## src/rtl/filtro_biquad_mc_pkg.sv

```systemverilog
// Shared types and defaults for the time-multiplexed biquad section.
package filtro_biquad_mc_pkg;

  localparam int unsigned DefN    = 16;
  localparam int unsigned DefFrac = 14;
  localparam int unsigned DefNch  = 2;

  typedef enum logic [3:0] {
    StIdle = 4'd0,
    StFa1  = 4'd1,
    StFa2  = 4'd2,
    StFsat = 4'd3,
    StYb0  = 4'd4,
    StYb1  = 4'd5,
    StYb2  = 4'd6,
    StUpd  = 4'd7,
    StOut  = 4'd8
  } state_e;

  typedef enum logic {
    MacAdd = 1'b0,
    MacSub = 1'b1
  } mac_op_e;

endpackage

```

## src/rtl/filtro_biquad_mc_mac_sat.sv

```systemverilog
// Shared multiply-accumulate step plus round-and-saturate of the current accumulator.
module filtro_biquad_mc_mac_sat
  import filtro_biquad_mc_pkg::*;
#(
  parameter int unsigned N    = DefN,
  parameter int unsigned FRAC = DefFrac,
  parameter int unsigned ACCW = 2 * N + 3
) (
  input  logic signed [N-1:0]    mul_a_i,
  input  logic signed [N-1:0]    mul_b_i,
  input  mac_op_e                op_i,
  input  logic signed [ACCW-1:0] acc_i,
  output logic signed [ACCW-1:0] acc_o,
  output logic signed [N-1:0]    sat_o,
  output logic                   ovf_o
);

  localparam int unsigned RW = ACCW - FRAC;
  localparam logic signed [ACCW-1:0] Half = ACCW'(2 ** (FRAC - 1));
  localparam logic signed [RW-1:0] SatMax = {{(RW - N + 1){1'b0}}, {(N - 1){1'b1}}};
  localparam logic signed [RW-1:0] SatMin = {{(RW - N + 1){1'b1}}, {(N - 1){1'b0}}};

  logic signed [2*N-1:0]  prod;
  logic signed [ACCW-1:0] prod_ext;
  logic signed [ACCW-1:0] rnd_sum;
  logic signed [RW-1:0]   rnd_val;

  assign prod     = mul_a_i * mul_b_i;
  assign prod_ext = {{(ACCW - 2 * N){prod[2*N-1]}}, prod};
  assign acc_o    = (op_i == MacSub) ? acc_i - prod_ext : acc_i + prod_ext;

  // Dropping the low FRAC bits of a signed value is an arithmetic shift right.
  assign rnd_sum = acc_i + Half;
  assign rnd_val = rnd_sum[ACCW-1:FRAC];

  always_comb begin
    sat_o = rnd_val[N-1:0];
    ovf_o = 1'b0;
    if (rnd_val > SatMax) begin
      sat_o = {1'b0, {(N - 1){1'b1}}};
      ovf_o = 1'b1;
    end else if (rnd_val < SatMin) begin
      sat_o = {1'b1, {(N - 1){1'b0}}};
      ovf_o = 1'b1;
    end
  end

endmodule

```

## src/rtl/filtro_biquad_mc.sv

```systemverilog
// Multi-channel direct-form-II biquad: one shared MAC, per-channel f(k-1)/f(k-2) history.
module filtro_biquad_mc
  import filtro_biquad_mc_pkg::*;
#(
  parameter int unsigned N    = DefN,
  parameter int unsigned FRAC = DefFrac,
  parameter int unsigned NCH  = DefNch,
  parameter int unsigned CHW  = (NCH > 1) ? $clog2(NCH) : 1,
  parameter int unsigned ACCW = 2 * N + 3
) (
  input  logic                clk,
  input  logic                reset,
  input  logic                clr,
  input  logic                in_valid,
  output logic                in_ready,
  input  logic [CHW-1:0]      in_ch,
  input  logic signed [N-1:0] uk,
  input  logic signed [N-1:0] b0,
  input  logic signed [N-1:0] b1,
  input  logic signed [N-1:0] b2,
  input  logic signed [N-1:0] a1,
  input  logic signed [N-1:0] a2,
  output logic                out_valid,
  input  logic                out_ready,
  output logic [CHW-1:0]      out_ch,
  output logic signed [N-1:0] yk,
  output logic                ovf
);

  state_e state_q, state_d;

  logic signed [ACCW-1:0] acc_q, acc_d;
  logic [CHW-1:0]         ch_q, ch_d;
  logic signed [N-1:0]    b0_q, b0_d, b1_q, b1_d, b2_q, b2_d, a1_q, a1_d, a2_q, a2_d;
  logic signed [N-1:0]    fk_q, fk_d;
  logic                   ovf_f_q, ovf_f_d;
  logic signed [N-1:0]    yk_q, yk_d;
  logic [CHW-1:0]         out_ch_q, out_ch_d;
  logic                   ovf_q, ovf_d;
  logic                   out_valid_q, out_valid_d;
  logic signed [N-1:0]    f1_q [NCH];
  logic signed [N-1:0]    f1_d [NCH];
  logic signed [N-1:0]    f2_q [NCH];
  logic signed [N-1:0]    f2_d [NCH];

  logic signed [N-1:0]    mul_a, mul_b;
  mac_op_e                mac_op;
  logic signed [ACCW-1:0] mac_acc;
  logic signed [N-1:0]    mac_sat;
  logic                   mac_ovf;

  filtro_biquad_mc_mac_sat #(
    .N   (N),
    .FRAC(FRAC),
    .ACCW(ACCW)
  ) u_mac_sat (
    .mul_a_i(mul_a),
    .mul_b_i(mul_b),
    .op_i   (mac_op),
    .acc_i  (acc_q),
    .acc_o  (mac_acc),
    .sat_o  (mac_sat),
    .ovf_o  (mac_ovf)
  );

  // State register
  always_ff @(posedge clk or negedge reset) begin
    if (!reset) begin
      state_q <= StIdle;
    end else begin
      state_q <= state_d;
    end
  end

  // Next state
  always_comb begin
    state_d = state_q;
    if (clr) begin
      state_d = StIdle;
    end else begin
      case (state_q)
        StIdle:  if (in_valid) state_d = StFa1;
        StFa1:   state_d = StFa2;
        StFa2:   state_d = StFsat;
        StFsat:  state_d = StYb0;
        StYb0:   state_d = StYb1;
        StYb1:   state_d = StYb2;
        StYb2:   state_d = StUpd;
        StUpd:   state_d = StOut;
        StOut:   if (out_ready) state_d = StIdle;
        default: state_d = StIdle;
      endcase
    end
  end

  // FSM outputs: handshake and MAC operand select
  always_comb begin
    in_ready = (state_q == StIdle) && !clr;
    mul_a    = '0;
    mul_b    = '0;
    mac_op   = MacAdd;
    case (state_q)
      StFa1: begin mul_a = a1_q; mul_b = f1_q[ch_q]; mac_op = MacSub; end
      StFa2: begin mul_a = a2_q; mul_b = f2_q[ch_q]; mac_op = MacSub; end
      StYb0: begin mul_a = b0_q; mul_b = fk_q; end
      StYb1: begin mul_a = b1_q; mul_b = f1_q[ch_q]; end
      StYb2: begin mul_a = b2_q; mul_b = f2_q[ch_q]; end
      default: ;
    endcase
  end

  always_comb begin
    acc_d       = acc_q;
    ch_d        = ch_q;
    b0_d        = b0_q;
    b1_d        = b1_q;
    b2_d        = b2_q;
    a1_d        = a1_q;
    a2_d        = a2_q;
    fk_d        = fk_q;
    ovf_f_d     = ovf_f_q;
    yk_d        = yk_q;
    out_ch_d    = out_ch_q;
    ovf_d       = ovf_q;
    out_valid_d = out_valid_q;
    f1_d        = f1_q;
    f2_d        = f2_q;
    if (clr) begin
      acc_d       = '0;
      out_valid_d = 1'b0;
      for (int i = 0; i < NCH; i++) begin
        f1_d[i] = '0;
        f2_d[i] = '0;
      end
    end else begin
      case (state_q)
        StIdle: begin
          if (in_valid) begin
            // Out-of-range channel numbers fold onto channel 0.
            ch_d  = (32'(in_ch) < NCH) ? in_ch : '0;
            b0_d  = b0;
            b1_d  = b1;
            b2_d  = b2;
            a1_d  = a1;
            a2_d  = a2;
            acc_d = {{(ACCW - N - FRAC){uk[N-1]}}, uk, {FRAC{1'b0}}};
          end
        end
        StFa1, StFa2, StYb0, StYb1, StYb2: acc_d = mac_acc;
        StFsat: begin
          fk_d    = mac_sat;
          ovf_f_d = mac_ovf;
          acc_d   = '0;
        end
        StUpd: begin
          yk_d        = mac_sat;
          ovf_d       = ovf_f_q | mac_ovf;
          f2_d[ch_q]  = f1_q[ch_q];
          f1_d[ch_q]  = fk_q;
          out_ch_d    = ch_q;
          out_valid_d = 1'b1;
        end
        StOut: if (out_ready) out_valid_d = 1'b0;
        default: ;
      endcase
    end
  end

  always_ff @(posedge clk or negedge reset) begin
    if (!reset) begin
      acc_q       <= '0;
      ch_q        <= '0;
      b0_q        <= '0;
      b1_q        <= '0;
      b2_q        <= '0;
      a1_q        <= '0;
      a2_q        <= '0;
      fk_q        <= '0;
      ovf_f_q     <= 1'b0;
      yk_q        <= '0;
      out_ch_q    <= '0;
      ovf_q       <= 1'b0;
      out_valid_q <= 1'b0;
      f1_q        <= '{default: '0};
      f2_q        <= '{default: '0};
    end else begin
      acc_q       <= acc_d;
      ch_q        <= ch_d;
      b0_q        <= b0_d;
      b1_q        <= b1_d;
      b2_q        <= b2_d;
      a1_q        <= a1_d;
      a2_q        <= a2_d;
      fk_q        <= fk_d;
      ovf_f_q     <= ovf_f_d;
      yk_q        <= yk_d;
      out_ch_q    <= out_ch_d;
      ovf_q       <= ovf_d;
      out_valid_q <= out_valid_d;
      f1_q        <= f1_d;
      f2_q        <= f2_d;
    end
  end

  assign out_valid = out_valid_q;
  assign out_ch    = out_ch_q;
  assign yk        = yk_q;
  assign ovf       = ovf_q;

endmodule

```

## config.mk

```make
export PLATFORM = sky130hd
export DESIGN_NAME = filtro_biquad_mc
export DESIGN_NICKNAME = d
export VERILOG_FILES = /design/src/rtl/filtro_biquad_mc_pkg.sv /design/src/rtl/filtro_biquad_mc_mac_sat.sv /design/src/rtl/filtro_biquad_mc.sv
export SDC_FILE = /design/constraint.sdc
export NUM_CORES = 1
export LEC_CHECK = 0
export BUFFER_PORTS_ARGS = -buffer_cell sky130_fd_sc_hd__buf_2
export CAP_MARGIN = 20
export CELL_PAD_IN_SITES_DETAIL_PLACEMENT = 1
export CELL_PAD_IN_SITES_GLOBAL_PLACEMENT = 1
export CORE_AREA = 4 4 219 221
export DETAILED_ROUTE_END_ITERATION = 10
export DIE_AREA = 0 0 223 225
export PLACE_DENSITY_LB_ADDON = 0.08
export SLEW_MARGIN = 15
export SYNTH_ARGS = -nofsm -noshare
export SYNTH_HDL_FRONTEND = slang
export SYNTH_HIERARCHICAL = 1
export SYNTH_SLANG_ARGS = --single-unit
```

## constraint.sdc

```tcl
create_clock -name clk -period 11.97 [get_ports clk]
set_clock_uncertainty 0.05 [all_clocks]
set_input_delay 0.5985 -clock clk [delete_from_list [all_inputs] [get_ports clk]]
set_output_delay 0.5985 -clock clk [all_outputs]
set_load 0.005 [all_outputs]
```

==> PnR_summary.wiki <==
{| class="wikitable"
! Metric !! Value
|-
| Kind of launch point of the worst setup path || flop
|-
| Total grt overflow || 0
|-
| Launch point of the worst path || state_q[1]
|-
| Number of iterations in the first detailed-routing pass || 6
|-
| Gate Count Post-Synth || 2,288
|-
| Total die area || 50,200 um^2
|-
| Endpoints failing setup || 0
|-
| Number of DRC violations after detailed routing || 0
|-
| Highest net fanout along the worst path || 23
|-
| Cts bufs inserted || 27
|-
| Start-to-end type of the worst setup path || reg -> reg
|-
| YS warnings || 6
|-
| Worst setup slack for register-to-register paths || 0.63 ns
|-
| Share of power burned in the clock network || 19.6%
|-
| Netlist area before placement || 23,100 um^2
|-
| Final count of hold timing violations || 0
|-
| Max IR drop VDD || 0.171 mV
|-
| Vias in the first global route || 19,394
|-
| Data required, critical path || 12.40 ns
|-
| Share of total power in sequential cells || 26.5%
|-
| Sum of net half-perimeters after detailed placement || 54,100 um
|-
| Clock tree from TritonCTS || built
|-
| Mean instance size in the synthesized netlist || 10.1 um^2
|-
| Fin Setup TNS || 0 ns
|-
| Cell leakage power || 12.6 nW
|-
| Worst slew pin tran || 1.13 ns
|-
| Number of placement rows || 79
|-
| Max Buffers Root-to-Sink || 3
|-
| Most used DFF post-synth || dfrtp_1
|-
| Vias || 17,516
|-
| Post-CTS clock slew at the launch and capture registers of the worst setup and hold paths || 0.06 ns
|-
| Root Buffer || clkbuf_16
|-
| Number of antenna-violating nets in the routed design || 0
|-
| Final net count || 2,854
|-
| CTS Sinks || 220
|-
| Detailed-route wire length per cell || 23.1 um
|-
| Status || complete, no violations
|-
| Tightest slew margin relative to the limit || 24.6%
|-
| Global-route total usage across every layer || 27.3%
|-
| Area of the placeable core || 46,200 um^2
|-
| R2R Path End || acc_q[34]
|-
| Minimum period implied by the final worst setup slack || 11.34 ns
|-
| Fin. max-slew vios || 0
|-
| Post-synthesis register bit count || 220
|-
| Reg2Reg Launch Point || state_q[1]
|-
| Vias/cell || 5.84
|-
| Logic pwr share || 54.0%
|-
| I/O Pins || 122
|-
| Placer Congestion || 0.863
|-
| Depth of the most critical reg-to-reg path || 39
|-
| Number of enable-type register cells in the synthesized netlist || 0
|-
| Maximum frequency from static timing analysis || 0.0882 GHz
|-
| Die Wd || 223 um
|-
| Endpoint kind of the worst setup timing path || flop
|-
| Antenna violations before repair || 0
|-
| Longest individual stage delay on the worst path || 0.62 ns
|-
| Number of max-cap violations || 0
|-
| Overall routed net length || 69,400 um
|-
| Dominant cell type by count on the critical path || fa_1
|-
| Class of the worst hold path || in -> async
|-
| Clock latency at the later pin of the worst-skew pair || 0.56 ns
|-
| Cell type of the slowest stage on the worst timing path || dfrtp_4
|-
| Number of DRC violations after detailed-routing iteration 0 || 1,052
|-
| Post-synthesis net count || 2,771
|-
| Synth cell types || 85
|-
| Largest net degree at the start of global routing || 106
|-
| Switching Share || 42.7%
|-
| Diode count || 0
|-
| Cell Int Power || 0.00243 W
|-
| Final cycle utilization of the critical path || 94.8%
|-
| Count of input and output buffers || 121
|-
| Sw Pwr || 0.00181 W
|-
| Maximum level of the CTS H-tree || 1
|-
| Height of the chip || 225 um
|-
| Area growth, synth to finish || 9.70%
|-
| Unrepaired setup endpoints after global routing || false
|-
| Count of hold-fix buffers inserted at cts || 0
|-
| Initial core utilization || 50.1%
|-
| Ratio of total power to cell area || 167 nW/um^2
|-
| Endpoint arrival time on the critical path || 11.77 ns
|-
| Share of synthesized registers carrying an async set or reset || 100%
|-
| Global-route wire length before repair || 109,000 um
|-
| Utilization after layout || 55.0%
|-
| Sequential fraction of the synthesis area || 23.8%
|-
| Layout cells sized above 1 || 16.6%
|-
| Post-Route Hold Slack || 0.0155 ns
|}
==> registers in the layout, summed over array words and instances (netlist names), 16 cells and up <==
signal and flops:
fk_q 16, acc_q 35, f2_q 32, b2_q 16, f1_q 32, b0_q 16, yk 16, b1_q 16
a1_q 16, a2_q 16
==> area by class of cell <==
class                   instances  area, um^2
fillers                      5079       20800
clock buffers                  35         756
multi-input cells            1634       16000
repair buffers                172        1000
well taps                     607         759
flip-flops and latches        220        5510
inverters                     316        1190
clock inverters                13         138
==> Yosys cell counts, drive strengths merged (11+ instances only) <==
cell      n  area, um^2
nand3    21         105
nor3     19         105
and2    118         738
inv     316        1190
xor2     40         350
a222oi   15         150
a31oi    20         125
clkbuf   84         315
and3     15        93.8
a32o     15         150
o21ai    54         274
buf      34         215
a221o    18         180
dfrtp   220        5510
nor2    113         432
a22o     81         709
a211oi   28         220
nor4     11         105
a21o     37         278
ha      118        1480
nand2   168         638
o21a     12        90.1
xnor2    77         674
mux2    131        1780
fa      263        5270
a22oi    15         113
a21oi    65         329
nand2b   24         150
mux2i    36         360
==> critical path, delay by kind of cell (launching register included) <==
| family | cells | cell delay, ns |
|---|---|---|
| flops | 1 | 0.62 |
| fa+ha+maj | 8 | 3.88 |
| xor+xnor | 3 | 0.50 |
| buf+inv | 5 | 0.56 |
| simple gates | 11 | 2.65 |
| compound gates | 12 | 2.98 |
==> worst max-delay path by stage <==
stage | to | slack (ns) | cells after the start
global route | acc_q[34] | 0.12 | 40
global placement | acc_q[34] | 0.34 | 40
detailed placement | acc_q[34] | 0.007 | 40
finish | acc_q[34] | 0.63 | 39
CTS | acc_q[34] | 0.08 | 37
floorplan | acc_q[34] | 1.29 | 41
==> cells by family (layout without fill, tap and decap cells) <==
logic type / count (synthesis) / in the layout / synth area share [%]
flip-flops: 220 / 220 / 23.8
AO/OA/AOI/OAI: 436 / 436 / 14.4
multiplexers: 167 / 167 / 9.23
buffers and inverters: 434 / 536 / 7.42
adder cells (fa/ha/maj): 381 / 381 / 29.1
XOR/XNOR: 117 / 117 / 4.43
AND/OR/NAND/NOR: 533 / 533 / 11.7
==> per-layer routing <==
layer | up-vias | track usage [%] | share of wire [%]
met2 | 386 | 47.6 | 50
li1 | 7880 | - | -
met4 | 0 | 7.79 | 3.1
met3 | 97 | 4.29 | 4.7
met5 | - | 0 | 0
met1 | 9153 | 35.7 | 42
==> power by group through the flow <==
stage | registers [W] | clock network [W] | logic, W
2_1_floorplan | 0.00101 | 0 | 0.00172
3_3_place_gp | 0.00112 | 0 | 0.00216
3_5_place_dp | 0.00112 | 0 | 0.00223
4_1_cts | 0.00112 | 0.000843 | 0.00225
5_1_grt | 0.00114 | 0.000879 | 0.00249
6_report | 0.00112 | 0.000830 | 0.00229
==> per-stage QoR <==
step                total power [W]  instances  worst slack [ns]  cell area, um^2
floorplan                   0.00273       2288              1.29            23100
global route                0.00451       2997             0.118            25400
CTS                         0.00421       2993            0.0839            25300
global placement            0.00328       2945             0.338            24400
finish                      0.00424       2997             0.626            25400
detailed placement          0.00336       2945           0.00699            24400
==> repair_timing <==
action | CTS | global route
cloned | 0 | 0
pin swaps | 0 | 1
buffers inserted | 0 | 2
setup endpoints to repair | 1 | 7
hold endpoints to repair | 0 | 0
gates resized for setup | 1 | 12
==> layout by cell type (no fill, tap or decap), types with 77 or more instances in the layout <==
cell type and count:
ha_1 118, inv_1 316, xnor2_1 77, buf_2 120
a22o_1 81, fa_1 263, and2_1 118, nor2_1 107
nand2_1 167, mux2_4 80, dfrtp_1 217
Note: power is estimated with default switching activity, not from simulation.
